$ cat src/rtl/serial_adder_wide.sv
// serial_adder_wide: multi-cycle ripple adder/subtractor for wide operands.
// The block adds DIGIT bits per clock, starting at the LSB. The carry is held
// in a register from one digit to the next, so an operation takes
// WIDTH/DIGIT RUN cycles. A start/busy/done handshake connects it to the
// controlling FSM.
// Optional build macro SERIAL_ADD_OVF_EN adds an 'ovf' output. It carries the
// signed overflow of the completed operation.

module serial_adder_wide #(
    parameter int WIDTH = 32,
    parameter int DIGIT = 8
) (
    input  logic             clk,
    input  logic             rst_n,
    input  logic             start,
    input  logic             sub,
    input  logic [WIDTH-1:0] A,
    input  logic [WIDTH-1:0] B,
    output logic             busy,
    output logic             done,
    output logic [WIDTH-1:0] sum,
    output logic             cout
`ifdef SERIAL_ADD_OVF_EN
    ,
    output logic             ovf
`endif
);

    localparam int N  = WIDTH / DIGIT;
    localparam int CW = $clog2(N) + 1;

    typedef enum logic [1:0] {
        IDLE = 2'd0,
        RUN  = 2'd1,
        DONE = 2'd2
    } state_t;

    state_t           state_q, state_d;
    logic [WIDTH-1:0] op_a_q, op_a_d;
    logic [WIDTH-1:0] op_b_q, op_b_d;
    logic [WIDTH-1:0] part_q, part_d;
    logic [WIDTH-1:0] sum_q, sum_d;
    logic             carry_q, carry_d;
    logic             cout_q, cout_d;
    logic [CW-1:0]    count_q, count_d;
`ifdef SERIAL_ADD_OVF_EN
    logic             ovf_q, ovf_d;
    logic             msb_carry_in;
`endif

    logic [DIGIT:0]   digit_sum;
    logic [WIDTH-1:0] part_shift;
    logic             last_digit;
    logic             accept;

    // Digit adder: the low DIGIT bits of both operands plus the stored carry.
    always_comb begin
        digit_sum  = {1'b0, op_a_q[DIGIT-1:0]} + {1'b0, op_b_q[DIGIT-1:0]}
                   + {{DIGIT{1'b0}}, carry_q};
        // The new digit enters at the MSB end and the oldest digit drops off.
        // Written as a shifted concatenation so DIGIT == WIDTH also works.
        part_shift = WIDTH'({digit_sum[DIGIT-1:0], part_q} >> DIGIT);
        last_digit = (count_q == CW'(N - 1));
`ifdef SERIAL_ADD_OVF_EN
        // Carry into the MSB is recovered from the MSB sum bit and its inputs.
        msb_carry_in = digit_sum[DIGIT-1] ^ op_a_q[DIGIT-1] ^ op_b_q[DIGIT-1];
`endif
    end

    // Next-state and datapath control for the IDLE/RUN/DONE sequencer.
    always_comb begin
        // NOTE: every signal gets its hold value first, so no path through
        // the case statement can leave one unassigned and infer a latch.
        state_d = state_q;
        op_a_d  = op_a_q;
        op_b_d  = op_b_q;
        part_d  = part_q;
        sum_d   = sum_q;
        carry_d = carry_q;
        cout_d  = cout_q;
        count_d = count_q;
`ifdef SERIAL_ADD_OVF_EN
        ovf_d   = ovf_q;
`endif
        busy    = 1'b0;
        done    = 1'b0;
        accept  = 1'b0;

        case (state_q)
            IDLE: begin
                accept = start;
            end
            RUN: begin
                busy    = 1'b1;
                op_a_d  = op_a_q >> DIGIT;
                op_b_d  = op_b_q >> DIGIT;
                part_d  = part_shift;
                carry_d = digit_sum[DIGIT];
                count_d = count_q + CW'(1);
                if (last_digit) begin
                    // The final digit goes straight to the visible result.
                    state_d = DONE;
                    sum_d   = part_shift;
                    cout_d  = digit_sum[DIGIT];
`ifdef SERIAL_ADD_OVF_EN
                    ovf_d   = msb_carry_in ^ digit_sum[DIGIT];
`endif
                end
            end
            DONE: begin
                done    = 1'b1;
                state_d = IDLE;
                accept  = start;
            end
            default: begin
                state_d = IDLE;
            end
        endcase

        // A new request is taken in IDLE or in DONE. It overrides the
        // default return to IDLE. Subtract is done as A + ~B + 1.
        if (accept) begin
            state_d = RUN;
            op_a_d  = A;
            op_b_d  = sub ? ~B : B;
            carry_d = sub;
            count_d = '0;
        end
    end

    // State and datapath registers. Reset clears everything and aborts any
    // operation in progress.
    always_ff @(posedge clk or negedge rst_n) begin
        if (!rst_n) begin
            state_q <= IDLE;
            op_a_q  <= '0;
            op_b_q  <= '0;
            part_q  <= '0;
            sum_q   <= '0;
            carry_q <= 1'b0;
            cout_q  <= 1'b0;
            count_q <= '0;
`ifdef SERIAL_ADD_OVF_EN
            ovf_q   <= 1'b0;
`endif
        end else begin
            // NOTE: non-blocking assignments make every register update from
            // pre-edge values, so statement order here does not matter.
            state_q <= state_d;
            op_a_q  <= op_a_d;
            op_b_q  <= op_b_d;
            part_q  <= part_d;
            sum_q   <= sum_d;
            carry_q <= carry_d;
            cout_q  <= cout_d;
            count_q <= count_d;
`ifdef SERIAL_ADD_OVF_EN
            ovf_q   <= ovf_d;
`endif
        end
    end

    assign sum  = sum_q;
    assign cout = cout_q;
`ifdef SERIAL_ADD_OVF_EN
    assign ovf  = ovf_q;
`endif

endmodule

$ cat config.mk
export PLATFORM = sky130hd
export DESIGN_NAME = serial_adder_wide
export DESIGN_NICKNAME = d
export VERILOG_FILES = /design/src/rtl/serial_adder_wide.sv
export SDC_FILE = /design/constraint.sdc
export NUM_CORES = 1
export LEC_CHECK = 0
export ABC_AREA = 1
export BUFFER_PORTS_ARGS = -buffer_cell sky130_fd_sc_hd__buf_2
export CORE_MARGIN = 2
export CORE_UTILIZATION = 45
export DETAILED_ROUTE_END_ITERATION = 6
export HOLD_SLACK_MARGIN = 0.05
export PLACE_DENSITY = 0.63
export SKIP_LAST_GASP = 1
export SYNTH_ARGS = -nofsm -noshare
export SYNTH_HDL_FRONTEND = slang
export SYNTH_SLANG_ARGS = --single-unit
$ cat constraint.sdc
create_clock -name clk -period 2.1 [get_ports clk]
set_input_delay 0.315 -clock clk [delete_from_list [all_inputs] [get_ports clk]]
set_output_delay 0.315 -clock clk [all_outputs]
set_load 0.005 [all_outputs]
* After elaboration in Yosys (flattened, before gate mapping) *
Cells that the tools add are included.

operators by class
  $add $sub $neg = 3
  bitwise logic cells = 1
  muxes and demuxes = 15
  equality and inequality tests = 5
  reductions and logical operators = 5

operators by type and width
  cell                   number
  $mux W32               5
  $not A32 Y32           1
  $add A8 B8 Y9          1
  $add A9 B1 Y9          1
  $mux W3                2
  $mux W1                5
  $mux W2                2
  $pmux W2 S2            1
  $reduce_and A2 Y1      2
  $add A3 B1 Y3 const B  1
  $eq A3 B2 Y1 const B   1
  $ne A3 B3 Y1 const B   1
  $eq A2 B1 Y1 const B   1
  $eq A2 B2 Y1 const B   1
  $logic_not A2 Y1       1
  $ne A2 B2 Y1 const B   1
  $reduce_bool A2 Y1     1
  $reduce_or A2 Y1       1

storage, ports and cells
  register bits after elaboration = 135
  output and inout port bits = 35
  word-level logic and storage cells = 37

* Longest topological paths before layout *
Gate-level depths: netlist of run 1.

  depth in word-level cells = 5
  mapped depth = 9
  depth with buffers taken out = 9

* Least setup slack after synthesis of run 1 *
No wires, ideal clock.

  path type = register to register
  start = register op_a_q[0]
  end = register part_q[28]
  data arrival time = 1.739 ns
  setup time = 0.117 ns
  required time = 1.983 ns
  stages on the path, launching flop included = 9
  slack = 0.245 ns
  cell sequence = dfrtp_1 > fa_1 > fa_1 > nand2_1 > nand2_1 > and2_1 > xor2_1 > nand2_1 > nand2_1

between the ends
  cells in the longest elaborated chain, start to end = 2

RTL lines
  element                 RTL line  text
  start, declared         39        logic [WIDTH-1:0] op_a_q, op_a_d;
  start signal, assigned  150       op_a_q <= op_a_d;
  $add A8 B8 Y9           58        digit_sum = {1'b0, op_a_q[DIGIT-1:0]} + {1'b0, op_b_q[DIGIT-1:0]}
  $add A9 B1 Y9           59        + {{DIGIT{1'b0}}, carry_q};
  end signal, assigned    152       part_q <= part_d;
  end, declared           41        logic [WIDTH-1:0] part_q, part_d;

Every way passes these cells.
A chain may end at the register's enable or synchronous reset.

* Worst setup path in the final report of run 1 *
  start = register op_a_q[0]
  end = register sum_q[28], in the netlist sum[28]

between the ends
  cells in the longest elaborated chain, start to end = 2

RTL lines
  element               RTL line  text
  $add A8 B8 Y9         58
  $add A9 B1 Y9         59
  end signal, assigned  153       sum_q <= sum_d;
  end, declared         42        logic [WIDTH-1:0] sum_q, sum_d;

Every way passes these cells.

==> flow_summary.json, run 1 <==
{
  "synth-simple-area-share_pct": 12.63,
  "fmax_ghz": 0.5174,
  "routed_wirelength_mm": 12.83,
  "synth_compound_area_share_pct": 17.07,
  "cap_violations": 0,
  "clock_skew_ns": 0.007561,
  "via_per_inst": 4.838,
  "r2r-start": "op_a_q[0]",
  "cp-start-kind": "flop",
  "dp.cells": 883,
  "ys_ff_latch": 127,
  "grt_overflow": 0,
  "power_per_cell_area_nw_per_um2": 1652,
  "detail-route-antenna-nets": 0,
  "syn_inst": 635,
  "layout_commonest_cell": "nand2_1",
  "critPathLaunch": "op_a_q[0]",
  "drt_iter0_drc": 195,
  "nets": 810,
  "switching_share_pct": 37.72,
  "synthDistinctLibCells": 32,
  "dieArea_um2": 14010,
  "cts.path.max_buffers": 2,
  "antenna_found_initial": 0,
  "pwr-share-clk_pct": 25.3,
  "cp-end-kind": "flop",
  "final_hold_viol_count": 0,
  "fin_util_pct": 56.22,
  "antennaDiodeCount": 0,
  "fill_cells": 1184,
  "synth-adder-area-share_pct": 2.594,
  "grtUsageTotal_pct": 19.25,
  "clock_latency_ns": 0.42,
  "h-tree-depth": 4,
  "grt_first_pass_wirelength_mm": 21.51,
  "synth-seq-area-share_pct": 54.00,
  "area_delta_synth_final_pct": 21.02,
  "synth_area_um2": 5886,
  "clockRootBuffer": "clkbuf_16",
  "core_um2": 12670,
  "grt_max_degree": 57,
  "async_reset_ff_share_pct": 100.0,
  "seqPwrFrac_pct": 35.3,
  "worst_slew_pin_slew_ns": 0.6547,
  "synth_xor_area_share_pct": 5.208,
  "relSlewSlack_pct": 56.30,
  "crit_path_max_fanout": 2,
  "die_w_um": 118.4,
  "min_path_type": "in2reg",
  "arrival_ns": 2.24,
  "numCtsBuffers": 17,
  "num_io_pins": 103,
  "io_buffers": 102,
  "clkSinkCount": 127,
  "layout_common_cells": "nand2_1 (150), dfrtp_1 (127), o21ai_0 (105)",
  "power.leakage_uw": 0.003581,
  "finalSetupTns_ns": 0,
  "vias": 4427,
  "min_from": "A[26]",
  "drt-pass1-iter-count": 4,
  "rrSetupSlack_ns": 0.17,
  "status": "finished, final reports clean",
  "p_comb_share_pct": 39.4,
  "placementRows": 41,
  "yosysWarnings": 0,
  "initial_utilization_pct": 46.45,
  "synth_edf_count": 0,
  "drive_above_1_share_pct": 22.21,
  "fin_cells": 915,
  "min_period_over_period_pct": 92.03,
  "die_y_um": 118.4,
  "setup_viol": 0,
  "grt_pass1_vias": 4294,
  "rsz0062_at_grt": "false",
  "tritoncts": "done",
  "postSynthAreaPerCell_um2": 9.269,
  "drv_slew": 0,
  "synth_ff_type": "dfrtp_1",
  "p_sw_uw": 4438,
  "post_cts.repair.setup_buffers": 0,
  "dp_hpwl_mm": 8.806,
  "drc": 0,
  "critical_path_class": "reg2reg",
  "wl_per_cell_um": 14.02,
  "p_int_uw": 7328,
  "peakVddDrop_mv": 0.6752,
  "post-route-min-period_ns": 1.933,
  "worstPathRequired_ns": 2.40,
  "synth_top_family_by_area": "compound AO/OA/AOI/OAI gates",
  "synth_nets": 714,
  "synthMuxAreaShare_pct": 0,
  "place.gp.congestion": 0.8365,
  "clk_pin_slew_ns": 0.05
}
path summary, 6_finish.rpt:
path	endpoint	cells after the start
max	sum[28]	8
min	op_a_q[26]	3
max reg2reg	sum[28]	8
min reg2reg	sum[1]	2
max in group asynchronous	sum[26]	3
min in group asynchronous	sum[4]	2
worst max-delay path, cell delays in order, from the launching register on:
cell and delay [ns]:
dfrtp_1 0.40, fa_1 0.48, fa_2 0.37, nand2_1 0.08, nand2_1 0.07, and2_1 0.15, xor2_1 0.15, nand2_1 0.06
nand2_1 0.05
power groups by stage:
stage               Combinational, uW  Sequential, uW  Clock, uW
finish                           4640            4150       2980
global route                     5400            4270       3140
CTS                              4710            4150       3030
detailed placement               4670            4170          0
floorplan                        3510            4060          0
global placement                 4560            4140          0
layer usage:
layer | global-route usage (%) | part of all wire [%] | up-vias
met5 | 0 | 0 | -
met2 | 28.65 | 46 | 111
met4 | 6.325 | 0.87 | 0
met1 | 26.70 | 48 | 2062
met3 | 6.081 | 5.6 | 12
li1 | - | - | 2242
through the flow:
| stage | total power [uW] | setup WS [ns] | instance area, um^2 | hold WS, ns |
|---|---|---|---|---|
| 3_3_place_gp | 8699 | 0.1734 | 6510 | 0.2855 |
| 5_1_grt | 12800 | 0.02620 | 7123 | 0.1081 |
| 2_1_floorplan | 7564 | 0.2448 | 5886 | 0.01941 |
| 6_report | 11770 | 0.1674 | 7123 | 0.1026 |
| 3_5_place_dp | 8840 | 0.1128 | 6510 | 0.2934 |
| 4_1_cts | 11890 | 0.1075 | 7121 | 0.09120 |
what timing repair did:
action | in CTS | in global routing
hold endpoints to repair | 48 | 0
hold buffers | 1 | 0
resized for setup | 0 | 1
setup endpoints to repair | 0 | 3
sequential cells by signal, summed over array words and instances, names as in the netlist:
register  flops
op_a_q       32
op_b_q       32
cout          1
part_q       24
carry_q       1
count_q       3
state_q       2
sum          32
area by class of cell:
class	instances	area (um^2)	share of cell area, %
Inverter	74	280.3	3.935
Multi-Input combinational cell	398	2210	31.02
Tap cell	172	215.2	3.021
Clock buffer	25	495.5	6.956
Sequential cell	127	3178	44.62
Clock inverter	6	105.1	1.475
Timing Repair Buffer	113	639.4	8.976
synthesized netlist by cell type (all sizes together), types with 2 or more instances:
cell | count | area (um^2)
dfrtp | 127 | 3178
fa | 2 | 40.04
nand2 | 154 | 608.1
o21ai | 125 | 625.6
o211ai | 7 | 52.55
nor2 | 14 | 52.55
inv | 74 | 280.3
nand3 | 11 | 55.05
buf | 28 | 188.9
nand3b | 2 | 15.01
ha | 9 | 112.6
o22ai | 22 | 231.5
xor2 | 26 | 227.7
xnor2 | 9 | 78.83
clkbuf | 8 | 31.28
a21oi | 11 | 58.81
cell families (layout without fill, tap and decap cells):
kind of cell,after synthesis,count (layout)
and+or+nand+nor,183,183
AOI/OAI and AO/OA,169,169
DFF,127,127
buffers and inverters,110,218
xor gates and xnor gates,35,35
adders and majority gates,11,11
No activity file was read; power rests on OpenSTA's default activity.
==> inputs of run 2 (changes only) <==
--- a/config.mk
+++ b/config.mk
@@ -7,11 +7,10 @@
 export LEC_CHECK = 0
 export ABC_AREA = 1
 export BUFFER_PORTS_ARGS = -buffer_cell sky130_fd_sc_hd__buf_2
-export CORE_MARGIN = 2
-export CORE_UTILIZATION = 45
+export CORE_UTILIZATION = 28
 export DETAILED_ROUTE_END_ITERATION = 6
 export HOLD_SLACK_MARGIN = 0.05
-export PLACE_DENSITY = 0.63
+export PLACE_DENSITY = 0.43
 export SKIP_LAST_GASP = 1
 export SYNTH_ARGS = -nofsm -noshare
 export SYNTH_HDL_FRONTEND = slang
==> run 2 against run 1 <==
Net effect:
- first-iteration DRC count decreased by 4.1%
- fmax decreased by 2.2%
- flip-flop and latch count unchanged
- non-clock buffer count increased by 2
- sequential power about the same
- count of clock-buffer cells in the layout decreased by 2
- critical endpoint unchanged
==> flow_summary.json, run 2 (synthesis results as in run 1) <==
{
  "numCtsBuffers": 17,
  "p_int_uw": 7225,
  "wl_per_cell_um": 13.52,
  "critical_path_class": "reg2reg",
  "wl_met2_mm": 6.350,
  "io_buffers": 102,
  "switching_share_pct": 38.32,
  "clock_skew_ns": 0.009241,
  "hold_ws_ns": 0.1139,
  "setup_viol": 0,
  "h-tree-depth": 4,
  "cp-start-kind": "flop",
  "cts.path.max_buffers": 2,
  "min_path_type": "in2reg",
  "grt_first_pass_wirelength_mm": 22.92,
  "peakVddDrop_mv": 0.6664,
  "drv_slew": 0,
  "final_hold_viol_count": 0,
  "fill_cells": 2165,
  "via_per_inst": 4.323,
  "status": "finished, final reports clean",
  "grtUsageTotal_pct": 13.56,
  "hold-path-cell-count": 3,
  "worst-path-buf-inv": 0,
  "drt-pass1-iter-count": 4,
  "drt_iter0_drc": 187,
  "grt_overflow": 0,
  "r2r-start": "op_a_q[0]",
  "worstPathRequired_ns": 2.40,
  "clockRootBuffer": "clkbuf_16",
  "finalSetupTns_ns": 0,
  "tritoncts": "done",
  "highest_layer": "met5",
  "crit_chain": "fa_1 -> fa_1 -> nand2_1 -> nand2_1 -> and2_1 -> xor2_1 -> nand2_1 -> nand2_1",
  "power.leakage_uw": 0.003590,
  "layout_common_cells": "nand2_1 (150), dfrtp_1 (127), o21ai_0 (105)",
  "clk_pin_slew_ns": 0.06,
  "seqPwrFrac_pct": 35.2,
  "grt_pass1_vias": 4382,
  "drive_above_1_share_pct": 22.52,
  "nets": 812,
  "cp_slowest_cell": "fa_1",
  "met1_length_mm": 6.632,
  "min_from": "A[26]",
  "cp-end-kind": "flop",
  "pwr-share-clk_pct": 24.7,
  "post-route-min-period_ns": 1.976,
  "place.gp.congestion": 0.7766,
  "detail-route-antenna-nets": 0,
  "die_w_um": 147.0,
  "clkSinkCount": 127,
  "rr_endpoint": "sum[28]",
  "critical-path-top-delay-family": "adder cells",
  "worst_slew_pin_slew_ns": 0.7127,
  "layout_commonest_cell": "nand2_1",
  "min_period_over_period_pct": 94.12,
  "p_comb_share_pct": 40.1,
  "arrival_ns": 2.27,
  "antenna_found_initial": 1,
  "placementRows": 52,
  "num_io_pins": 103,
  "dieArea_um2": 21600,
  "drc": 0,
  "rrSetupSlack_ns": 0.12,
  "clock_latency_ns": 0.41,
  "hold_end": "op_a_q[26]",
  "area_delta_synth_final_pct": 23.51,
  "wl_met3_um": 606,
  "grt_max_degree": 63,
  "crit_path_max_fanout": 2,
  "cpMostUsedCell": "nand2_1",
  "p_sw_uw": 4488,
  "cpPeakStageDelay_ns": 0.46,
  "rsz0062_at_grt": "false",
  "relSlewSlack_pct": 52.43,
  "vias": 4392,
  "core_um2": 20430,
  "routed_wirelength_mm": 13.74,
  "die_y_um": 147.0,
  "seqCellArea_um2": 3178,
  "dp_hpwl_mm": 9.477,
  "post_cts_resized": 0,
  "ff2ff_path_depth": 8,
  "cap_violations": 0,
  "power_per_cell_area_nw_per_um2": 1611,
  "antennaDiodeCount": 0,
  "multi_input_area_um2": 2207,
  "initial_utilization_pct": 28.81,
  "fmax_ghz": 0.5059
}
-- run 2: cell count changes in the layout (fill, tap and decap cells not counted), sizes merged --
cell,before,now
clkinv,3,6
bufinv,3,2
clkinvlp,0,1
buf,112,114
clkbuf,25,23
-- run 2: final cells by class --
| class | count | share of cell area (%) |
|---|---|---|
| flip-flops and latches | 127 | 43.72 |
| repair buffers | 115 | 9.346 |
| multi-input cells | 398 | 30.36 |
| clock buffers | 23 | 6.575 |
| clock inverters | 9 | 1.497 |
| inverters | 74 | 3.855 |
| well taps | 270 | 4.647 |
-- run 2: power groups by stage --
stage | clock network, uW | registers, uW | logic [uW]
final | 2890 | 4120 | 4700
after global routing | 3090 | 4250 | 5470
after CTS | 2970 | 4130 | 4820
after detailed placement | 0 | 4160 | 4800
after global placement | 0 | 4150 | 4760
after floorplan | 0 | 4060 | 3510
-- run 2: worst max-delay path by stage --
stage                    from         end  depth (start not counted)
finish              op_a_q[0]     sum[28]                          8
global placement    op_a_q[0]     sum[28]                          8
floorplan           op_a_q[0]  part_q[28]                          8
detailed placement  op_a_q[0]     carry_q                          9
global route        op_a_q[0]     sum[28]                          8
CTS                 op_a_q[0]     sum[28]                          8
-- run 2: metal layers --
layer / GRT usage (%) / up-vias
li1: - / 2258
met1: 18.11 / 2034
met2: 21.30 / 85
met3: 3.882 / 13
met4: 4.021 / 2
met5: 0 / -
-- run 2: worst register-to-register path, delay by kind of cell, from the launching register on --
family	cells	cell delay (ns)
adders and majority gates	2	0.89
DFF	1	0.40
and+or+nand+nor	5	0.41
xor gates and xnor gates	1	0.15
-- run 2: repair_timing --
item                                   CTS  global route
setup buffers                            0             0
endpoints found under the hold margin   35             0
hold buffers                             1             0
-- run 2: through the flow --
step | area, um^2 | setup slack, ns | power, uW | util, % | std cells
floorplan | 5886 | 0.2448 | 7564 | - | 635
global placement | 6673 | 0.1566 | 8907 | 32.66 | 983
detailed placement | 6673 | 0.1258 | 8961 | 32.66 | 983
CTS | 7269 | 0.1130 | 11920 | 35.58 | 1016
global route | 7269 | 0.005612 | 12810 | 35.58 | 1016
finish | 7269 | 0.1235 | 11710 | 35.58 | 1016
==> inputs of run 3 (changes only) <==
--- a/config.mk
+++ b/config.mk
@@ -7,7 +7,9 @@
 export LEC_CHECK = 0
 export ABC_AREA = 1
 export BUFFER_PORTS_ARGS = -buffer_cell sky130_fd_sc_hd__buf_2
+export CORE_MARGIN = 1
 export CORE_UTILIZATION = 28
+export CTS_BUF_LIST = sky130_fd_sc_hd__clkbuf_16
 export DETAILED_ROUTE_END_ITERATION = 6
 export HOLD_SLACK_MARGIN = 0.05
 export PLACE_DENSITY = 0.43
==> run 3 against run 2 <==
Net effect:
- power shrank 1.1%
- sequential power is essentially flat
- combinational power is essentially flat
- clock power shrank 4%
- final cell count is the same
- wire length is essentially flat
- via count grew 0.20%
- sequential share of layout area grew 0.18 points
- die area is the same
- worst setup slack lost 0.00073 ns
- first-iteration DRC count grew 3.2%
- critical path type unchanged
- critical endpoint unchanged
- largest cell class unchanged
==> flow_summary.json, run 3 (synthesis results as in run 1) <==
{
  "wl_per_cell_um": 13.52,
  "clk_pin_slew_ns": 0.06,
  "numCtsBuffers": 17,
  "switching_share_pct": 38.72,
  "min_period_over_period_pct": 94.15,
  "antennaDiodeCount": 0,
  "placementRows": 52,
  "drc": 0,
  "power_uw": 11590,
  "min_path_type": "in2reg",
  "clockRootBuffer": "clkbuf_16",
  "grt_pass1_vias": 4388,
  "p_int_uw": 7100,
  "setup_viol": 0,
  "via_per_inst": 4.332,
  "rsz0062_at_grt": "false",
  "fin_cells": 1016,
  "multi_input_area_um2": 2207,
  "routed_wirelength_mm": 13.73,
  "clock_skew_ns": 0.009819,
  "dp_hpwl_mm": 9.477,
  "status": "finished, final reports clean",
  "peakVddDrop_mv": 0.6643,
  "post_cts_resized": 0,
  "worst_slew_pin_slew_ns": 0.7124,
  "cts.path.max_buffers": 2,
  "vias": 4401,
  "dpl_cell_area_um2": 6673,
  "detail-route-antenna-nets": 0,
  "clock_latency_ns": 0.41,
  "grt_first_pass_wirelength_mm": 22.91,
  "power.leakage_uw": 0.003585,
  "antenna_found_initial": 1,
  "final_hold_viol_count": 0,
  "drt_iter0_drc": 193,
  "drive_above_1_share_pct": 22.12,
  "worstPathRequired_ns": 2.40,
  "p_comb_share_pct": 40.6,
  "cp-start-kind": "flop",
  "layout_commonest_cell": "nand2_1",
  "grtUsageTotal_pct": 13.54,
  "dp.cells": 983,
  "fill_cells": 2172,
  "seqPwrFrac_pct": 35.6,
  "nets": 812,
  "fmax_ghz": 0.5058,
  "post_cts.repair.setup_buffers": 0,
  "area_delta_synth_final_pct": 23.00,
  "post-route-min-period_ns": 1.977,
  "critical_path_class": "reg2reg",
  "grt_overflow": 0,
  "cap_violations": 0,
  "arrival_ns": 2.27,
  "crit_path_max_fanout": 2,
  "place.gp.congestion": 0.7766,
  "clkSinkCount": 127,
  "initial_utilization_pct": 28.81,
  "drv_slew": 0,
  "cp-end-kind": "flop",
  "core_um2": 20430,
  "tritoncts": "done",
  "layout_common_cells": "nand2_1 (150), dfrtp_1 (127), o21ai_0 (105)",
  "grt_max_degree": 63,
  "h-tree-depth": 4,
  "hold_buffers": 1,
  "finalInstanceArea_um2": 7239,
  "relSlewSlack_pct": 52.46,
  "die_w_um": 147.0,
  "seqCellArea_um2": 3178,
  "drt-pass1-iter-count": 4,
  "num_io_pins": 103,
  "io_buffers": 102,
  "p_sw_uw": 4487,
  "power_per_cell_area_nw_per_um2": 1601,
  "finalSetupTns_ns": 0,
  "dieArea_um2": 21600,
  "pwr-share-clk_pct": 23.8,
  "die_y_um": 147.0
}
## run 3: layout make-up
cell class                 instances  area share [%]
sequential                       127           43.90
multi-input combinational        398           30.49
timing repair buffer             115           9.385
clock buffer                      17           5.876
tap                              270           4.666
inverter                          74           3.871
clock inverter                    15           1.815
## run 3: routing by layer
| layer | global-route usage (%) | wire, um | up-vias |
|---|---|---|---|
| met3 | 3.882 | 599 | 13 |
| met1 | 18.03 | 6615 | 2034 |
| met2 | 21.35 | 6370 | 90 |
| li1 | - | - | 2262 |
| met5 | 0 | 8 | - |
| met4 | 4.021 | 141 | 2 |
## run 3: power groups by stage
stage	Sequential (uW)	Clock, uW	Combinational, uW
4_1_cts	4130	2840	4820
3_5_place_dp	4160	0	4800
5_1_grt	4250	2950	5470
2_1_floorplan	4060	0	3510
3_3_place_gp	4150	0	4760
6_report	4120	2760	4700
## run 3: worst max-delay path, cell delays in order, from the launching register on
cell,delay [ns]
dfrtp_1,0.40
fa_1,0.46
fa_1,0.43
nand2_1,0.09
nand2_1,0.06
and2_1,0.15
xor2_1,0.15
nand2_1,0.06
nand2_1,0.05
## run 3: worst paths after layout
check / cells after the start / endpoint / slack [ns] / startpoint
worst max-delay path: 8 / sum[28] / 0.12 / op_a_q[0]
worst min-delay path: 3 / op_a_q[26] / 0.11 / A[26]
worst max register to register: 8 / sum[28] / 0.12 / op_a_q[0]
worst min register to register: 2 / sum[4] / 0.47 / part_q[12]
max in group asynchronous: 3 / sum[31] / 1.14 / rst_n
min in group asynchronous: 2 / sum[2] / 0.37 / rst_n
## run 3: stage by stage
stage / utilization [%] / setup slack (ns) / hold slack, ns
final: 35.44 / 0.1228 / 0.1146
after detailed placement: 32.66 / 0.1258 / 0.2502
after floorplan: - / 0.2448 / 0.01941
after global routing: 35.44 / 0.005612 / 0.1022
after CTS: 35.44 / 0.1130 / 0.09609
after global placement: 32.66 / 0.1566 / 0.2538
